$ cat config.mk
export PLATFORM = sky130hd
export DESIGN_NAME = vme_reg_bank
export DESIGN_NICKNAME = d
export VERILOG_FILES = /design/src/rtl/vme_reg_bank.sv
export SDC_FILE = /design/constraint.sdc
export NUM_CORES = 1
export LEC_CHECK = 0
export CORE_MARGIN = 3
export CORE_UTILIZATION = 55
export DETAILED_ROUTE_END_ITERATION = 10
export DONT_BUFFER_PORTS = 1
export PLACE_DENSITY = 0.79
export REMOVE_ABC_BUFFERS = 1
export SLEW_MARGIN = 30
export SYNTH_ARGS = -nofsm -noshare
export SYNTH_HDL_FRONTEND = slang
export SYNTH_SLANG_ARGS = --single-unit
$ cat constraint.sdc
create_clock -name Clk -period 8.4 [get_ports Clk]
set_input_delay 2.1 -clock Clk [delete_from_list [all_inputs] [get_ports Clk]]
set_output_delay 2.1 -clock Clk [all_outputs]
set_load 0.005 [all_outputs]
$ cat src/rtl/vme_reg_bank.sv
// vme_reg_bank: VME-mapped bank of NUM_REGS user registers.
// Writes go through an optional input pipeline stage, update the register,
// pulse a per-register strobe and then wait (bounded by TIMEOUT) for the
// user to acknowledge. Reads bypass the write FSM entirely and are returned
// through an optional output pipeline stage.
module vme_reg_bank #(
  parameter int DATA_WIDTH = 32,
  parameter int REG_WIDTH  = 16,
  parameter int NUM_REGS   = 4,
  parameter int ADDR_WIDTH = 2,
  parameter int WR_PIPE    = 1,
  parameter int RD_PIPE    = 1,
  parameter int TIMEOUT    = 15
) (
  input  logic                         Clk,
  input  logic                         Rst,
  input  logic [ADDR_WIDTH-1:0]        VMEAddr,
  input  logic [DATA_WIDTH-1:0]        VMEWrData,
  input  logic                         VMERdMem,
  input  logic                         VMEWrMem,
  output logic [DATA_WIDTH-1:0]        VMERdData,
  output logic                         VMERdDone,
  output logic                         VMEWrDone,
  output logic                         VMERdError,
  output logic                         VMEWrError,
  output logic [NUM_REGS*REG_WIDTH-1:0] regs_o,
  output logic [NUM_REGS-1:0]          wr_strobe_o,
  input  logic [NUM_REGS-1:0]          wr_ack_i
);

  typedef enum logic {S_IDLE, S_WAIT_ACK} state_t;

  // One-hot decode of a word address; all-zero means out of range.
  function automatic logic [NUM_REGS-1:0] addr_dec(input logic [ADDR_WIDTH-1:0] a);
    addr_dec = '0;
    for (int i = 0; i < NUM_REGS; i++)
      if (a == ADDR_WIDTH'(i)) addr_dec[i] = 1'b1;
  endfunction

  logic [NUM_REGS-1:0][REG_WIDTH-1:0] r_regs;
  assign regs_o = r_regs;

  // Only the low REG_WIDTH bits of write data are stored.
  logic w_unused_wdata;
  assign w_unused_wdata = ^VMEWrData;

  // ---------------- write input pipeline ----------------
  logic                  w_wr_req;
  logic [ADDR_WIDTH-1:0] w_wr_addr;
  logic [REG_WIDTH-1:0]  w_wr_data;

  generate
    if (WR_PIPE != 0) begin : g_wp
      logic                  r_wp_req;
      logic [ADDR_WIDTH-1:0] r_wp_addr;
      logic [REG_WIDTH-1:0]  r_wp_data;
      // Delay the write request, address and data by one cycle.
      always_ff @(posedge Clk or posedge Rst) begin
        if (Rst) begin
          r_wp_req  <= 1'b0;
          r_wp_addr <= '0;
          r_wp_data <= '0;
        end else begin
          r_wp_req  <= VMEWrMem;
          r_wp_addr <= VMEAddr;
          r_wp_data <= VMEWrData[REG_WIDTH-1:0];
        end
      end
      assign w_wr_req  = r_wp_req;
      assign w_wr_addr = r_wp_addr;
      assign w_wr_data = r_wp_data;
    end else begin : g_wp0
      assign w_wr_req  = VMEWrMem;
      assign w_wr_addr = VMEAddr;
      assign w_wr_data = VMEWrData[REG_WIDTH-1:0];
    end
  endgenerate

  // ---------------- write FSM ----------------
  logic [NUM_REGS-1:0] w_wr_dec;
  assign w_wr_dec = addr_dec(w_wr_addr);

  state_t              r_state, w_state_nxt;
  logic [7:0]          r_cnt, w_cnt_nxt;
  logic [NUM_REGS-1:0] r_wr_sel, w_sel_nxt;   // one-hot of the register awaiting ack
  logic                w_commit;
  logic                w_done_nxt, w_err_nxt;
  logic [NUM_REGS-1:0] w_strobe_nxt;

  // Next-state and registered-output decode; an ack beats a coincident timeout.
  always_comb begin
    w_state_nxt  = r_state;
    w_cnt_nxt    = r_cnt;
    w_sel_nxt    = r_wr_sel;
    w_commit     = 1'b0;
    w_done_nxt   = 1'b0;
    w_err_nxt    = 1'b0;
    w_strobe_nxt = '0;
    case (r_state)
      S_IDLE: begin
        if (w_wr_req) begin
          if (|w_wr_dec) begin
            w_commit     = 1'b1;
            w_strobe_nxt = w_wr_dec;
            w_sel_nxt    = w_wr_dec;
            w_cnt_nxt    = '0;
            w_state_nxt  = S_WAIT_ACK;
          end else begin
            w_done_nxt = 1'b1;
            w_err_nxt  = 1'b1;
          end
        end
      end
      S_WAIT_ACK: begin
        // New write requests are dropped here.
        if (|(wr_ack_i & r_wr_sel)) begin
          w_done_nxt  = 1'b1;
          w_state_nxt = S_IDLE;
        end else if (r_cnt == 8'(TIMEOUT - 1)) begin
          w_done_nxt  = 1'b1;
          w_err_nxt   = 1'b1;
          w_state_nxt = S_IDLE;
        end else begin
          w_cnt_nxt = r_cnt + 8'd1;
        end
      end
      default: w_state_nxt = S_IDLE;
    endcase
  end

  // FSM state, wait counter and write handshake outputs.
  always_ff @(posedge Clk or posedge Rst) begin
    if (Rst) begin
      r_state     <= S_IDLE;
      r_cnt       <= '0;
      r_wr_sel    <= '0;
      VMEWrDone   <= 1'b0;
      VMEWrError  <= 1'b0;
      wr_strobe_o <= '0;
    end else begin
      r_state     <= w_state_nxt;
      r_cnt       <= w_cnt_nxt;
      r_wr_sel    <= w_sel_nxt;
      VMEWrDone   <= w_done_nxt;
      VMEWrError  <= w_err_nxt;
      wr_strobe_o <= w_strobe_nxt;
    end
  end

  // Register storage; updated only when the FSM accepts a write.
  always_ff @(posedge Clk or posedge Rst) begin
    if (Rst) begin
      r_regs <= '0;
    end else begin
      for (int i = 0; i < NUM_REGS; i++)
        if (w_commit && w_wr_dec[i]) r_regs[i] <= w_wr_data;
    end
  end

  // ---------------- read path ----------------
  // Registers are sampled on the edge that captures the read strobe, so a
  // write committing on that same edge is not yet visible.
  logic [NUM_REGS-1:0]   w_rd_dec;
  logic [DATA_WIDTH-1:0] w_rd_val;
  assign w_rd_dec = addr_dec(VMEAddr);

  // Zero-extended mux of the addressed register; 0 when out of range.
  always_comb begin
    w_rd_val = '0;
    for (int i = 0; i < NUM_REGS; i++)
      if (w_rd_dec[i]) w_rd_val = DATA_WIDTH'(r_regs[i]);
  end

  logic                  w_rd_vld, w_rd_err;
  logic [DATA_WIDTH-1:0] w_rd_data;

  generate
    if (RD_PIPE != 0) begin : g_rp
      logic                  r_rp_vld, r_rp_err;
      logic [DATA_WIDTH-1:0] r_rp_data;
      // Extra stage holding the snapshot taken at the read strobe.
      always_ff @(posedge Clk or posedge Rst) begin
        if (Rst) begin
          r_rp_vld  <= 1'b0;
          r_rp_err  <= 1'b0;
          r_rp_data <= '0;
        end else begin
          r_rp_vld <= VMERdMem;
          r_rp_err <= VMERdMem & ~(|w_rd_dec);
          if (VMERdMem) r_rp_data <= w_rd_val;
        end
      end
      assign w_rd_vld  = r_rp_vld;
      assign w_rd_err  = r_rp_err;
      assign w_rd_data = r_rp_data;
    end else begin : g_rp0
      assign w_rd_vld  = VMERdMem;
      assign w_rd_err  = ~(|w_rd_dec);
      assign w_rd_data = w_rd_val;
    end
  endgenerate

  // Read response; data is held between reads.
  always_ff @(posedge Clk or posedge Rst) begin
    if (Rst) begin
      VMERdData  <= '0;
      VMERdDone  <= 1'b0;
      VMERdError <= 1'b0;
    end else begin
      VMERdDone  <= w_rd_vld;
      VMERdError <= w_rd_vld & w_rd_err;
      if (w_rd_vld) VMERdData <= w_rd_data;
    end
  end

endmodule

==> results.tsv, run 1 <==
stage	metric	value	unit
status	run status	finished, final reports clean	
yosys	Mapped Area	5460	um2
yosys	Area contributors post-synth	dfrtp_1 63%, mux2_2 20%, mux4_2 6.6%	
global_route	GRT Total Usage	0.199	
route	initial drt markers	96	
layout	share of cells above drive strength 1	0.423	
route	Routed wire per std cell	21.8	um
timing	endpoints failing setup	0	
global_route	vias in the first global route	3017	
cts	CTS Root Cell	clkbuf_8	
place	count of input and output buffers	0	
place	Detail Placement HPWL	6920	um
setup_path	worst-path fanout max	3	
place	gp weighted congestion	0.810	
place	DP Cell Count	455	
cts	CTS resizes	0	
global_route	largest net degree at the start of global routing	81	
timing	post-layout minimum cycle time	3.02	ns
yosys	Synth Warn #	0	
timing	Tcrit/Tclk final	0.359	
global_route	global-route wire length before repair	16900	um
yosys	most area-hungry cell type in the Yosys netlist	dfrtp_1	
route	vias per cell	5.77	
cts	Worst-Skew Late Latency	0.49	ns
cts	TritonCTS buffer count	17	
setup_path	CP required	6.30	ns
cts	CTS H-Tree Depth	4	
global_route	initial antenna violation count	0	
setup_path	Setup crit end kind	output pin	
route	final WL	10600	um
route	drt drc	0	
route	Initial DRT Pass Iterations	4	
cts	# hold bufs at CTS	0	
timing	Slew Limit Headroom	0.419	
layout	Final Instance Count excl. Fillers	486	
min_path	Worst Hold Class	flip-flop to flip-flop	
run	Max-cap violations	0	
yosys	Seq cells post-synth	138	
setup_path	CP arrival	0.92	ns
timing	f_max	331	MHz
cts	Longest Clk Path Bufs	2	
cts	Setup Fix Bufs, Post-CTS	0	
power	LEAKAGE	0.00270	uW
yosys	sequential fraction of the synthesis area	0.633	
yosys	Yosys cell types	36	
power	VDD IR max	0.206	mV
floorplan	die width	106	um
yosys	syn_area_per_cell	16.1	um2
power	Cell Pwr Density	376	nW/um2
cts	TritonCTS clock tree	yes	
timing	fin. max-slew vios	0	
route	antenna viol nets, final	0	
floorplan	Starting Density	0.577	
layout	n_diodes	0	
timing	Fin. Hold Viols	0	
route	via count	2805	
timing	clk_skew	0.0105	ns
yosys	Mapped Cells	338	
yosys	Primary FF master, synth	dfrtp_1	
yosys	Yosys top cell area share	0.633	
layout	Net count, final	389	
floorplan	placeable core region	9460	um2
setup_path	Critical Path Start Type	flip-flop	
timing	RSZ-0062 raised after global routing	no	
yosys	FFs w/ async S/R, synth	1.00	
cts	Clock Pin Slew Worst Setup and Hold Paths	0.06	ns
floorplan	DIE HEIGHT	106	um
timing	Least-Margin Pin Slew	0.871	ns
global_route	grt total ovfl	0	
setup_path	critical path class	flip-flop to output pin	
floorplan	die footprint	11100	um2
floorplan	I/O pin count	146	
cts	CTS sink cnt	138	
layout	area delta synth->final	12.5	%
timing	setup_tns	0	ns
yosys	Post-synth EDFFs	0	
floorplan	row cnt	35	
[synth_stat cells, types with 2 or more instances]
master      n
mux2_2     96
buf_4      17
o41ai_1     2
dfrtp_1   138
a22o_1      2
o311ai_1    2
buf_2       7
mux2i_1     2
nand4_1     2
ha_1        2
mux4_2     16
or3_1       2
a21o_1      3
inv_1       4
nand3_1     3
o21ai_0     2
nor2_1      4
nand2_1     7
nor3_1      3
nor3b_1     2
clkbuf_1    6
nor2b_1     2
[registers in the layout, summed over array words and instances, names as in the netlist]
signal	count
VMERdData	16
VMERdDone	1
VMERdError	1
VMEWrDone	1
VMEWrError	1
g_rp.r_rp_data	16
g_rp.r_rp_err	1
g_rp.r_rp_vld	1
g_wp.r_wp_addr	2
g_wp.r_wp_data	16
g_wp.r_wp_req	1
r_cnt	8
r_state	1
r_wr_sel	4
regs_o	64
wr_strobe_o	4
[layout make-up]
cell class	instances	area, um2
Inverter	4	20.0
Clock buffer	21	459
Fill cell	690	3320
Timing Repair Buffer	4	41.3
Tap cell	129	161
Clock inverter	10	141
Multi-Input combinational cell	180	1860
Sequential cell	138	3450
[stage by stage]
stage	setup slack [ns]	power (uW)	hold slack (ns)	cell area, um2	util
after floorplan	2.60	1440	0.434	5320	-
after global placement	4.96	1550	0.437	5510	0.582
after detailed placement	4.92	1590	0.447	5540	0.585
after CTS	5.35	2340	0.463	6140	0.649
after global routing	5.33	2440	0.507	6140	0.649
final	5.38	2310	0.460	6140	0.649
[kinds of logic (layout without fill, tap and decap cells)]
kind of cell,count (synthesis),after routing,synth area share
AOI/OAI and AO/OA,13,13,0.0184
xor gates and xnor gates,1,1,0.00161
adders and majority gates,2,2,0.00459
buffers and inverters,36,39,0.0394
DFF,138,138,0.633
muxes,114,114,0.268
other,1,17,0.000687
and+or+nand+nor,33,33,0.0344
[power by group]
| group | internal, uW | total, uW | switching [uW] | leakage [uW] |
|---|---|---|---|---|
| Combinational | 266 | 398 | 132 | 0.000734 |
| Sequential | 926 | 1170 | 246 | 0.00168 |
| Clock | 475 | 741 | 265 | 0.000290 |
| Total | 1670 | 2310 | 643 | 0.00270 |
[per-layer routing]
metal,GRT usage,vias up,share of wire
met5,0,-,0
met4,0.0416,0,0.0034
met3,0.0937,2,0.089
met2,0.330,94,0.52
met1,0.241,1503,0.39
li1,-,1206,-
[final timing paths]
path	startpoint	to	slack, ns	cells after the start
max reg2reg	r_state$_DFF_PP0_	regs_o[45]$_DFFE_PP0P_	6.31	5
max	regs_o[59]$_DFFE_PP0P_	regs_o[59]	5.38	0
min	g_rp.r_rp_err$_DFF_PP0_	VMERdError$_DFF_PP0_	0.46	1
min reg2reg	g_rp.r_rp_err$_DFF_PP0_	VMERdError$_DFF_PP0_	0.46	1
min in group asynchronous	Rst	VMERdData[0]$_DFFE_PP0P_	1.51	1
max in group asynchronous	Rst	regs_o[8]$_DFFE_PP0P_	5.81	2
[placed cells by master, fill, tap and decap left out, types with 3 or more instances in the layout]
cell type  count
conb_1        17
clkbuf_8       4
dfrtp_1      138
mux4_2        16
clkbuf_16     16
bufinv_16      3
nor3_1         3
nand2_1        7
a21o_1         3
nand3_1        3
nor2_1         4
inv_1          3
mux2_2        96
buf_6          3
No activity file was read; power rests on OpenSTA's default activity.
==> inputs of run 2 (changes only) <==
- PLACE_DENSITY: 0.79 -> 0.82
- clock period: 8.4 -> 2.7 ns (I/O delays scaled with it)
==> run 2 against run 1 <==
  * Sequential cell count did not move
  * First-iteration DRC count down 20%
  * Non-clock buffer count is 3 higher
  * Clock power rose to 2.9 times the previous value
  * Utilization is 0.17 points lower
  * Critical endpoint is now regs_o[8]$_DFFE_PP0P_
==> results.tsv, run 2 (same netlist as run 1, synthesis figures left out) <==
stage	metric	value	unit	change
status	run status	finished, final reports clean		unchanged
place	Setup WS pre-CTS	0.664	ns	was 4.92 ns
floorplan	Starting Density	0.577		unchanged
setup_path	FF-to-FF Start	r_state$_DFF_PP0_		unchanged
cts	CTS resizes	0		unchanged
timing	fin. max-slew vios	0		unchanged
global_route	grt total ovfl	0		unchanged
timing	Fin. Hold Viols	0		unchanged
route	Routed wire per std cell	21.6	um	was 21.8 um
global_route	vias in the first global route	3135		was 3017
power	Sw Pwr	2080	uW	was 643 uW
timing	setup_tns	0	ns	unchanged
setup_path	Reg2Reg Setup Slack	0.70	ns	was 6.31 ns
place	Detail Placement HPWL	6970	um	was 6920 um
cts	Clock Pin Slew Worst Setup and Hold Paths	0.06	ns	about the same
timing	Least-Margin Pin Slew	0.873	ns	was 0.871 ns
global_route	GRT Total Usage	0.201		was 0.199
setup_path	Critical Path Start Type	flip-flop		unchanged
layout	share of cells above drive strength 1	0.432		was 0.423
route	Initial DRT Pass Iterations	4		unchanged
setup_path	reg2reg end	regs_o[8]$_DFFE_PP0P_		was regs_o[45]$_DFFE_PP0P_
timing	endpoints failing setup	0		unchanged
setup_path	CP required	3.09	ns	was 6.30 ns
setup_path	Setup crit end kind	flip-flop		was output pin
cts	Longest Clk Path Bufs	2		unchanged
layout	Filler cells	698		was 690
power	LEAKAGE	0.00269	uW	was 0.00270 uW
timing	Slew Limit Headroom	0.418		was 0.419
cts	# hold bufs at CTS	0		unchanged
power	VDD IR max	0.548	mV	was 0.206 mV
cts	Setup Fix Bufs, Post-CTS	0		unchanged
layout	fin util	0.647		was 0.649
place	count of input and output buffers	0		unchanged
timing	RSZ-0062 raised after global routing	no		unchanged
cts	Worst-Skew Late Latency	0.51	ns	was 0.49 ns
route	via count	2827		was 2805
floorplan	I/O pin count	146		unchanged
route	met1 WL	4150	um	was 4090 um
setup_path	R2R cell count	5		unchanged
setup_path	Critical Path Sink	regs_o[8]$_DFFE_PP0P_		was regs_o[59]
route	drt drc	0		unchanged
power	combinational fraction of design power	0.176		was 0.172
route	vias per cell	5.77		about the same
route	met2 WL	5350	um	was 5500 um
power	Reg power frac	0.516		was 0.507
layout	max reg flops	64		unchanged
cts	TritonCTS clock tree	yes		unchanged
floorplan	placeable core region	9460	um2	unchanged
timing	clk_skew	0.00981	ns	was 0.0105 ns
floorplan	DIE HEIGHT	106	um	unchanged
setup_path	CP arrival	2.39	ns	was 0.92 ns
route	antenna viol nets, final	0		unchanged
layout	commonest non-fill, non-tap cell in the layout	dfrtp_1		unchanged
cts	CTS Root Cell	clkbuf_8		unchanged
cts	CTS H-Tree Depth	4		unchanged
floorplan	die footprint	11100	um2	unchanged
place	gp weighted congestion	0.807		was 0.810
global_route	largest net degree at the start of global routing	60		was 81
layout	n_diodes	0		unchanged
timing	f_max	501	MHz	
min_path	Worst Hold Class	input port to async pin		was flip-flop to flip-flop
route	uppermost layer routed	met4		unchanged
layout	area delta synth->final	12.2	%	was 12.5%
timing	Hold Slack	0.0811	ns	was 0.460 ns
power	Clk network pwr share	0.309		was 0.321
power	Pint	4980	uW	was 1670 uW
global_route	global-route wire length before repair	16900	um	about the same
run	Max-cap violations	0		unchanged
power	switch share	0.295		was 0.278
floorplan	row cnt	35		unchanged
timing	Tcrit/Tclk final	0.739		
route	met3 routed WL	1030	um	was 944 um
timing	fin worst setup slack	0.704	ns	was 5.38 ns
floorplan	die width	106	um	unchanged
layout	Net count, final	392		was 389
layout	FF+latch area	3450	um2	unchanged
power	Cell Pwr Density	1150	nW/um2	was 376 nW/um2
layout	Multi-input gate area	1860	um2	about the same
route	initial drt markers	77		was 96
route	final WL	10600	um	about the same
setup_path	worst-path fanout max	14		was 3
layout	most frequent cells in the layout	138 x dfrtp_1, 96 x mux2_2, 17 x conb_1, 16 x mux4_2, 16 x clkbuf_16		unchanged
global_route	initial antenna violation count	0		unchanged
setup_path	Setup crit start	r_state$_DFF_PP0_		was regs_o[59]$_DFFE_PP0P_
cts	CTS sink cnt	138		unchanged
setup_path	critical path class	flip-flop to flip-flop		was flip-flop to output pin
timing	post-layout minimum cycle time	2.00	ns	
cts	TritonCTS buffer count	17		unchanged
[run 2: power by group through the flow]
stage	clock network, uW	logic (uW)	registers (uW)
2_1_floorplan	0	1080	3400
3_3_place_gp	0	1180	3630
3_5_place_dp	0	1250	3690
4_1_cts	2220	1250	3660
5_1_grt	2310	1360	3760
6_report	2180	1240	3640
[run 2: cell type report]
cell class                      count  area share
Sequential cell                   138       0.564
Multi-Input combinational cell    180       0.303
Clock buffer                       18      0.0699
Tap cell                          129      0.0264
Clock inverter                     14      0.0225
Timing Repair Buffer                7      0.0106
Inverter                            4     0.00327
[run 2: worst max-delay path, cell delays in order (launching register included)]
cell and delay, ns:
dfrtp_1 0.41, inv_1 0.09, nand2_1 0.29, nor3_4 0.36, buf_4 0.34, mux2_2 0.38
[run 2: how the worst min path moves through the flow]
stage / endpoint / cells after the start / slack [ns] / from
floorplan: VMERdError$_DFF_PP0_ / 1 / 0.43 / g_rp.r_rp_err$_DFF_PP0_
global placement: VMERdError$_DFF_PP0_ / 1 / 0.44 / g_rp.r_rp_err$_DFF_PP0_
detailed placement: VMERdError$_DFF_PP0_ / 1 / 0.45 / g_rp.r_rp_err$_DFF_PP0_
CTS: g_rp.r_rp_data[5]$_DFFE_PP0P_ / 1 / 0.08 / Rst
global route: regs_o[21]$_DFFE_PP0P_ / 1 / 0.09 / Rst
finish: regs_o[21]$_DFFE_PP0P_ / 1 / 0.08 / Rst
[run 2: routing by layer]
metal	GRT usage	vias up
li1	-	1222
met1	0.239	1488
met2	0.325	113
met3	0.0900	4
met4	0.0694	0
met5	0	-
[run 2: metrics by stage]
step                cells  area, um2  power [uW]
finish                490       6120        7060
floorplan             322       5320        4480
CTS                   490       6120        7130
global route          490       6120        7440
global placement      458       5560        4810
detailed placement    458       5560        4940
